$ cat src/rtl/hazard_ctrl_seq_pkg.sv
// hazard_ctrl_seq_pkg
// Shared definitions for the ID-stage hazard controller:
//   - state_t      : FSM encoding (RUN=0, MEM_WAIT=1, TRAP_HOLD=2), also
//                    the value presented on state_o
//   - REG_ZERO     : architectural zero register, never a real dependency
package hazard_ctrl_seq_pkg;

  typedef enum logic [1:0] {
    ST_RUN       = 2'd0,
    ST_MEM_WAIT  = 2'd1,
    ST_TRAP_HOLD = 2'd2
  } state_t;

  localparam int REG_ZERO = 0;

endpackage

$ cat src/rtl/hazard_ctrl_seq_match.sv
// hazard_match
// Combinational N_SRC-way load-use comparator. Raises o_hit when the
// instruction in EX is a load whose (non-zero) destination matches any
// source operand that the ID-stage instruction actually uses.
// Ports:
//   i_rs        packed source register numbers, source i at [i*REG_ADDR_W +: REG_ADDR_W]
//   i_rs_valid  per-source "operand used" flags
//   i_rd        destination register of the instruction in EX
//   i_memread   instruction in EX is a load
//   o_hit       load-use hazard present
module hazard_match
  import hazard_ctrl_seq_pkg::*;
#(
  parameter int REG_ADDR_W = 5,
  parameter int N_SRC      = 3
) (
  input  logic [N_SRC*REG_ADDR_W-1:0] i_rs,
  input  logic [N_SRC-1:0]            i_rs_valid,
  input  logic [REG_ADDR_W-1:0]       i_rd,
  input  logic                        i_memread,
  output logic                        o_hit
);

  logic [N_SRC-1:0] w_src_hit;

  generate
    for (genvar gi = 0; gi < N_SRC; gi++) begin : g_src
      assign w_src_hit[gi] = i_rs_valid[gi] &&
                             (i_rs[gi*REG_ADDR_W +: REG_ADDR_W] == i_rd);
    end
  endgenerate

  // Writes to x0 are discarded, so a load targeting it creates no dependency.
  assign o_hit = i_memread &&
                 (i_rd != REG_ADDR_W'(REG_ZERO)) &&
                 (|w_src_hit);

endmodule

$ cat src/rtl/hazard_ctrl_seq.sv
// hazard_ctrl_seq
// ID-stage stall/bubble controller for the 5-stage core with registered
// memory-wait tracking (with timeout), syscall hold while branches are in
// flight, and a saturating stall-cycle counter.
// Ports:
//   clock, reset                   rising-edge clock, synchronous active-high reset
//   ifid_rs, ifid_rs_valid         ID source operands and their use flags
//   ifid_memread                   load in ID
//   idex_rd, idex_memread,
//   idex_memwrite                  destination / load / store of instruction in EX
//   mem_ready                      data memory ready
//   jump, trap_in_id               jump / trap instruction in ID
//   idex_branch, exmem_branch      branches in EX / MEM
//   syscall, int_trap,
//   branch_taken, flush_pipeline   trap and redirect controls
//   bubble_*                       insert NOP into IF/ID, ID/EX, EX/MEM, MEM/WB
//   write_*                        pipeline register and PC write enables
//   trap_waiting                   syscall may be taken this cycle
//   mem_timeout                    one-cycle pulse on memory-wait timeout
//   stall_count                    saturating count of cycles with write_pc=0
//   state_o                        current FSM state
module hazard_ctrl_seq
  import hazard_ctrl_seq_pkg::*;
#(
  parameter int REG_ADDR_W  = 5,
  parameter int N_SRC       = 3,
  parameter int MEM_TIMEOUT = 255,
  parameter int CNT_W       = 32
) (
  input  logic                        clock,
  input  logic                        reset,
  input  logic [N_SRC*REG_ADDR_W-1:0] ifid_rs,
  input  logic [N_SRC-1:0]            ifid_rs_valid,
  input  logic                        ifid_memread,
  input  logic [REG_ADDR_W-1:0]       idex_rd,
  input  logic                        idex_memread,
  input  logic                        idex_memwrite,
  input  logic                        mem_ready,
  input  logic                        jump,
  input  logic                        trap_in_id,
  input  logic                        idex_branch,
  input  logic                        exmem_branch,
  input  logic                        syscall,
  input  logic                        int_trap,
  input  logic                        branch_taken,
  input  logic                        flush_pipeline,
  output logic                        bubble_ifid,
  output logic                        bubble_idex,
  output logic                        bubble_exmem,
  output logic                        bubble_memwb,
  output logic                        write_ifid,
  output logic                        write_idex,
  output logic                        write_exmem,
  output logic                        write_memwb,
  output logic                        write_pc,
  output logic                        trap_waiting,
  output logic                        mem_timeout,
  output logic [CNT_W-1:0]            stall_count,
  output logic [1:0]                  state_o
);

  // The wait counter runs 0..MEM_TIMEOUT. It counts consecutive mem_ready=0
  // cycles; reaching WAIT_LAST fires the timeout and the step to WAIT_DONE
  // marks "already fired" so the pulse cannot repeat within one wait episode.
  localparam int WAIT_W = $clog2(MEM_TIMEOUT + 1);
  localparam logic [WAIT_W-1:0] WAIT_LAST = WAIT_W'(MEM_TIMEOUT - 1);
  localparam logic [WAIT_W-1:0] WAIT_DONE = WAIT_W'(MEM_TIMEOUT);

  state_t            r_state;
  state_t            w_state_next;
  logic [WAIT_W-1:0] r_wait_cnt;
  logic [WAIT_W-1:0] w_wait_cnt_next;
  logic              r_mem_timeout;
  logic              w_mem_timeout_next;
  logic [CNT_W-1:0]  r_stall_count;

  logic w_force_run;
  logic w_trap_hold_cond;
  logic w_store_load;
  logic w_load_use;
  logic w_waiting;

  hazard_match #(
    .REG_ADDR_W (REG_ADDR_W),
    .N_SRC      (N_SRC)
  ) u_hazard_match (
    .i_rs       (ifid_rs),
    .i_rs_valid (ifid_rs_valid),
    .i_rd       (idex_rd),
    .i_memread  (idex_memread),
    .o_hit      (w_load_use)
  );

  assign w_force_run      = int_trap | branch_taken;
  assign w_trap_hold_cond = (idex_branch | exmem_branch) & syscall;
  assign w_store_load     = ifid_memread & idex_memwrite;
  // A trap or taken branch ends any memory wait, even with mem_ready low.
  assign w_waiting        = !mem_ready && !w_force_run;

  // Pipeline controls: priority chain, then flush overlay.
  always_comb begin
    bubble_ifid  = 1'b0;
    bubble_idex  = 1'b0;
    bubble_exmem = 1'b0;
    bubble_memwb = 1'b0;
    write_ifid   = 1'b1;
    write_idex   = 1'b1;
    write_exmem  = 1'b1;
    write_memwb  = 1'b1;
    write_pc     = 1'b1;
    trap_waiting = syscall;

    if (reset) begin
      bubble_ifid  = 1'b1;
      bubble_idex  = 1'b1;
      bubble_exmem = 1'b1;
      bubble_memwb = 1'b1;
      trap_waiting = 1'b0;
    end else begin
      if (int_trap) begin
        bubble_ifid  = 1'b1;
        bubble_idex  = 1'b1;
        bubble_exmem = 1'b1;
        bubble_memwb = 1'b1;
        write_pc     = 1'b1;
      end else if (branch_taken) begin
        bubble_ifid  = 1'b1;
        bubble_idex  = 1'b1;
        bubble_exmem = 1'b1;
        write_pc     = 1'b1;
      end else if (!mem_ready) begin
        write_ifid   = 1'b0;
        write_idex   = 1'b0;
        write_exmem  = 1'b0;
        write_memwb  = 1'b0;
        write_pc     = 1'b0;
        trap_waiting = 1'b0;
      end else if (w_trap_hold_cond) begin
        // PC keeps advancing here; only the ID instruction is held back.
        bubble_idex  = 1'b1;
        write_ifid   = 1'b0;
        trap_waiting = 1'b0;
      end else if (w_store_load || w_load_use) begin
        bubble_idex  = 1'b1;
        write_ifid   = 1'b0;
        write_pc     = 1'b0;
        trap_waiting = 1'b0;
      end else if (jump || trap_in_id) begin
        bubble_ifid  = 1'b1;
      end

      if (flush_pipeline) begin
        bubble_ifid = 1'b1;
      end
    end
  end

  // Next-state logic.
  always_comb begin
    w_state_next = r_state;
    if (w_force_run) begin
      w_state_next = ST_RUN;
    end else begin
      case (r_state)
        ST_RUN: begin
          if (!mem_ready) begin
            w_state_next = ST_MEM_WAIT;
          end else if (w_trap_hold_cond) begin
            w_state_next = ST_TRAP_HOLD;
          end
        end
        ST_MEM_WAIT: begin
          if (mem_ready) begin
            w_state_next = ST_RUN;
          end
        end
        ST_TRAP_HOLD: begin
          if (!mem_ready) begin
            w_state_next = ST_MEM_WAIT;
          end else if (!w_trap_hold_cond) begin
            w_state_next = ST_RUN;
          end
        end
        default: w_state_next = ST_RUN;
      endcase
    end
  end

  // Memory-wait counter and timeout pulse.
  always_comb begin
    w_wait_cnt_next    = '0;
    w_mem_timeout_next = 1'b0;
    if (w_waiting) begin
      w_wait_cnt_next    = (r_wait_cnt != WAIT_DONE) ? r_wait_cnt + WAIT_W'(1)
                                                     : r_wait_cnt;
      w_mem_timeout_next = (r_wait_cnt == WAIT_LAST);
    end
  end

  always_ff @(posedge clock) begin
    if (reset) begin
      r_state       <= ST_RUN;
      r_wait_cnt    <= '0;
      r_mem_timeout <= 1'b0;
      r_stall_count <= '0;
    end else begin
      r_state       <= w_state_next;
      r_wait_cnt    <= w_wait_cnt_next;
      r_mem_timeout <= w_mem_timeout_next;
      if (!write_pc && (r_stall_count != '1)) begin
        r_stall_count <= r_stall_count + CNT_W'(1);
      end
    end
  end

  assign state_o     = r_state;
  assign mem_timeout = r_mem_timeout;
  assign stall_count = r_stall_count;

endmodule
$ cat config.mk
export PLATFORM = sky130hd
export DESIGN_NAME = hazard_ctrl_seq
export DESIGN_NICKNAME = d
export VERILOG_FILES = /design/src/rtl/hazard_ctrl_seq_pkg.sv /design/src/rtl/hazard_ctrl_seq_match.sv /design/src/rtl/hazard_ctrl_seq.sv
export SDC_FILE = /design/constraint.sdc
export NUM_CORES = 1
export LEC_CHECK = 0
export BUFFER_PORTS_ARGS = -buffer_cell sky130_fd_sc_hd__buf_2
export CAP_MARGIN = 20
export CORE_AREA = 4 4 91 93
export CTS_CLUSTER_DIAMETER = 30
export DETAILED_ROUTE_END_ITERATION = 10
export DIE_AREA = 0 0 95 97
export PLACE_DENSITY = 0.67
export SLEW_MARGIN = 20
export SYNTH_ARGS = -nofsm -noshare
export SYNTH_HDL_FRONTEND = slang
export SYNTH_SLANG_ARGS = --single-unit
$ cat constraint.sdc
create_clock -name clock -period 2.2 [get_ports clock]
set_input_delay 0 -clock clock [delete_from_list [all_inputs] [get_ports clock]]
set_output_delay 0 -clock clock [all_outputs]
set_load 0.005 [all_outputs]
==> metrics.sh <==
FLOORPLAN.DIE.HEIGHT_UM=97
DIE_AREA_UM2=9220
PATH_MAX_FANOUT=16
DIODES=0
VIAS_PER_CELL=4.96
CLK_LATENCY_PS=290
AVGROUTEDWIREPERCELL_UM=13.3
CORE_UM2=7530
OVERALL_VIA_COUNT_FROM_DETAIL_ROUTE=2423
CRITPATHARRIVALTIME_PS=2220
CTS-HOLD-FIX-BUFFERS=0
LEAKAGEPOWER_nW=1.28
DRIVE_GT1_SHARE_PCT=31.0
TIMING_MAX_TRANSITION_VIOLATIONS_FINAL=0
SETUP.WORST_PATH.END_CLASS='register'
CRIT_SLOWEST_CELL='sky130_fd_sc_hd__or4_1'
DETAIL-ROUTE-ANTENNA-NETS=0
PERIOD_SHARE_PCT=90.6
YOSYS.AREA.TOP_TYPE_SHARE_PCT=35.8
FIN_WORST_HOLD_SLACK_PS=25.5
MIN-DELAY-PATH-CLASS='in2reg'
DP.CELLS=482
TIMING.CRITICAL_PATH.CELLS='and4_1, and3_1, nand4b_1, nor2_1, or2_4, or4_1, a21oi_1'
DIEWIDTH_UM=95
LEAST_MARGIN_PIN_SLEW_PS=411
TIMING_WORST_SETUP_PATH_TYPE='reg2reg'
DP_HPWL_UM=5130
PLACE.GP.CONGESTION=0.822
NUM-FILL-CELLS=827
POSTSYNTHREGISTERBITS=43
IR_WORST_VDD_mV=0.213
CELL_COUNT_AFTER_SYNTHESIS=291
AREA_OF_THE_MULTI_INPUT_GATES_UM2=1440
FF_LATCH_AREA_UM2=861
MAX-CAP-VIOLATIONS=0
CTSROOTBUFFERMASTER='sky130_fd_sc_hd__clkbuf_8'
MAX_SLEW_MARGIN_PCT=72.4
FMAX_GHz=0.501
SYNTH_SEQ_AREA_SHARE_PCT=35.8
DRT_ITER0_DRC=89
POST_CTS.RESIZED_INSTANCES=0
SYN_AVG_CELL_AREA_UM2=8.26
ROWS=32
SETUP-TNS-FINAL_PS=0
GRT_OVERFLOW=0
PLACE_AREA_UM2=3030
HTREE_NUM_LEVELS=2
SETUP-VIOLATIONS-FINAL=0
OUTCOME='complete, no violations'
DRCVIOLATIONCOUNT=0
CTS.CLK_SLEW.WORST_PATHS_PS=80
ROUTE.FINAL.WIRE_LENGTH_UM=6480
RSZ0062_AT_GRT='no'
MAX_BUFFERS_ROOT_TO_SINK=2
FLOORPLAN.IO_PINS=82
LAYOUT_COMMONEST_CELL='sky130_fd_sc_hd__buf_2'
TRITONCTS.NUM_BUFFERS=5
POWER-PER-CELL-AREA_nW_PER_UM2=455
DESIGN.FINAL.NETS=427
FIN_AREA_UM2=3120
PIN_COUNT_OF_THE_BIGGEST_NET_ENTERING_GLOBAL_ROUTING=32
INITIAL_CELL_DENSITY_OF_THE_CORE_PCT=31.9
GRT_PASS1_VIAS=2381
CRITICAL_PATH.STARTPOINT_TYPE='register'
USE_MET1_PCT=18.6
NETLIST_TOP_CELLS_AREA='sky130_fd_sc_hd__dfxtp_1, sky130_fd_sc_hd__xnor2_1, sky130_fd_sc_hd__nor2_1'
HIGHEST_COUNT_CELLS_IN_THE_LAYOUT_IGNORING_FILL_AND_TAPS='sky130_fd_sc_hd__buf_2, sky130_fd_sc_hd__dfxtp_1, sky130_fd_sc_hd__nor2_1'
SYNTH_FP_NETS=331
FINISH.CELL_COUNT_WITHOUT_FILLERS=489
CTS_TREE='built'
FINAL_HOLD_VIOL_COUNT=0
FINCLKSKEW_PS=6.26
DR.PASS1.ITERS=4
WORSTPATHBUFFERINVERTERCOUNT=0
AREA_DELTA_SYNTH_FINAL_PCT=29.8
GLOBALROUTETOTALUTIL_PCT=14.8
POST_CTS_BUFFERS=0
CLOCK_SINKS=43
SYNTH_ENABLE_FLOP_CELLS=0
USE_MET2_PCT=24.8
SYNTH_ASYNC_SR_FLOP_SHARE_PCT=0
TIMING.FINAL.CRIT_PERIOD_PS=1990
GRTUSAGEMET3_PCT=3.27
SYNTH_TOP_AREA_CELL='sky130_fd_sc_hd__dfxtp_1'
TIMING.CRITICAL_PATH.REQUIRED_PS=2430
MOST_COMMON_FLOP_CELL_MAPPED_BY_YOSYS='sky130_fd_sc_hd__dfxtp_1'
POST_SYNTH_NUM_CELL_TYPES=50
SYNTHESIS.AREA_UM2=2400
PLACEMENT.IO_BUFFERS=81
ANTENNA_FOUND_INITIAL=0
YOSYSWARNINGS=0
GRT_PASS1_WL_UM=11200
FINAL_UTIL_PCT=41.5
BUSIEST_METAL_LAYER_AFTER_GLOBAL_ROUTING='met2'
SLOWEST_DELAY_PS=480
CP_TOP_FAMILY='simple AND/OR/NAND/NOR gates'
-- per-stage QoR --
| stage | total power, mW | setup slack, ps |
|---|---|---|
| 2_1_floorplan | 0.869 | 204 |
| 3_3_place_gp | 0.930 | 261 |
| 3_5_place_dp | 0.934 | 209 |
| 4_1_cts | 1.44 | 193 |
| 5_1_grt | 1.48 | 45.8 |
| 6_report | 1.42 | 206 |
-- Yosys cell counts, types with 2 or more instances --
| cell | n |
|---|---|
| sky130_fd_sc_hd__a21o_1 | 2 |
| sky130_fd_sc_hd__a21oi_1 | 12 |
| sky130_fd_sc_hd__a31oi_1 | 3 |
| sky130_fd_sc_hd__and3_1 | 10 |
| sky130_fd_sc_hd__and4_1 | 2 |
| sky130_fd_sc_hd__buf_2 | 5 |
| sky130_fd_sc_hd__buf_4 | 2 |
| sky130_fd_sc_hd__clkbuf_1 | 6 |
| sky130_fd_sc_hd__dfxtp_1 | 43 |
| sky130_fd_sc_hd__ha_1 | 3 |
| sky130_fd_sc_hd__inv_1 | 8 |
| sky130_fd_sc_hd__mux2_1 | 4 |
| sky130_fd_sc_hd__mux2i_1 | 3 |
| sky130_fd_sc_hd__nand2_1 | 20 |
| sky130_fd_sc_hd__nand3_1 | 17 |
| sky130_fd_sc_hd__nand4_1 | 15 |
| sky130_fd_sc_hd__nor2_1 | 33 |
| sky130_fd_sc_hd__nor2b_1 | 4 |
| sky130_fd_sc_hd__nor3_1 | 8 |
| sky130_fd_sc_hd__nor3_2 | 2 |
| sky130_fd_sc_hd__nor3b_1 | 2 |
| sky130_fd_sc_hd__nor4_1 | 11 |
| sky130_fd_sc_hd__o211ai_1 | 3 |
| sky130_fd_sc_hd__o21a_1 | 3 |
| sky130_fd_sc_hd__o21ai_0 | 6 |
| sky130_fd_sc_hd__o31a_1 | 3 |
| sky130_fd_sc_hd__o31ai_1 | 4 |
| sky130_fd_sc_hd__or2_2 | 2 |
| sky130_fd_sc_hd__or3_1 | 2 |
| sky130_fd_sc_hd__or4_1 | 2 |
| sky130_fd_sc_hd__xnor2_1 | 28 |
| sky130_fd_sc_hd__xor2_1 | 5 |
-- sequential cells by signal, summed over array words and instances, names as in the netlist --
signal,cells
stall_count,32
state_o,2
r_wait_cnt,8
mem_timeout,1
-- metal layers --
metal,share of wire [%],routed length [um],vias up
li1,-,-,1238
met1,44,2850,1132
met2,51,3280,45
met3,4.1,266,8
met4,1.3,84,0
met5,0,0,-
-- worst register-to-register path: stages, from the launching register on --
cell	delay [ps]
sky130_fd_sc_hd__dfxtp_1	350
sky130_fd_sc_hd__and4_1	220
sky130_fd_sc_hd__and3_1	210
sky130_fd_sc_hd__nand4b_1	120
sky130_fd_sc_hd__nor2_1	80
sky130_fd_sc_hd__or2_4	310
sky130_fd_sc_hd__or4_1	480
sky130_fd_sc_hd__a21oi_1	150
-- layout make-up --
type / instances / share of cell area (%)
clock buffers: 6 / 2.65
inverters: 8 / 0.962
flip-flops and latches: 43 / 27.6
well taps: 102 / 4.09
repair buffers: 104 / 18.5
multi-input cells: 225 / 46.0
clock inverters: 1 / 0.160
-- path summary, 6_finish.rpt --
| kind | slack (ps) | cells past startpoint | end | from |
|---|---|---|---|---|
| hold / removal | 30 | 3 | state_o[1] | mem_ready |
| hold reg to reg | 440 | 1 | state_o[0] | state_o[1] |
| setup reg to reg | 210 | 7 | stall_count[23] | stall_count[21] |
| setup / recovery | 210 | 7 | stall_count[23] | stall_count[21] |
-- power by group --
part           switching (mW)  leakage, nW  total (mW)  internal [mW]
clock network           0.258       0.0470       0.504          0.246
registers             0.00184        0.346       0.781          0.780
logic                  0.0705        0.883       0.133         0.0624
-- cell families after synthesis --
group,count (synthesis),share of synthesized area (%)
DFF,43,35.8
muxes,7,3.12
buffers and inverters,23,4.47
adders and majority gates,3,1.56
and+or+nand+nor,138,31.0
xor gates and xnor gates,33,12.0
AOI/OAI and AO/OA,44,12.0
Note: power is estimated with default switching activity, not from simulation.
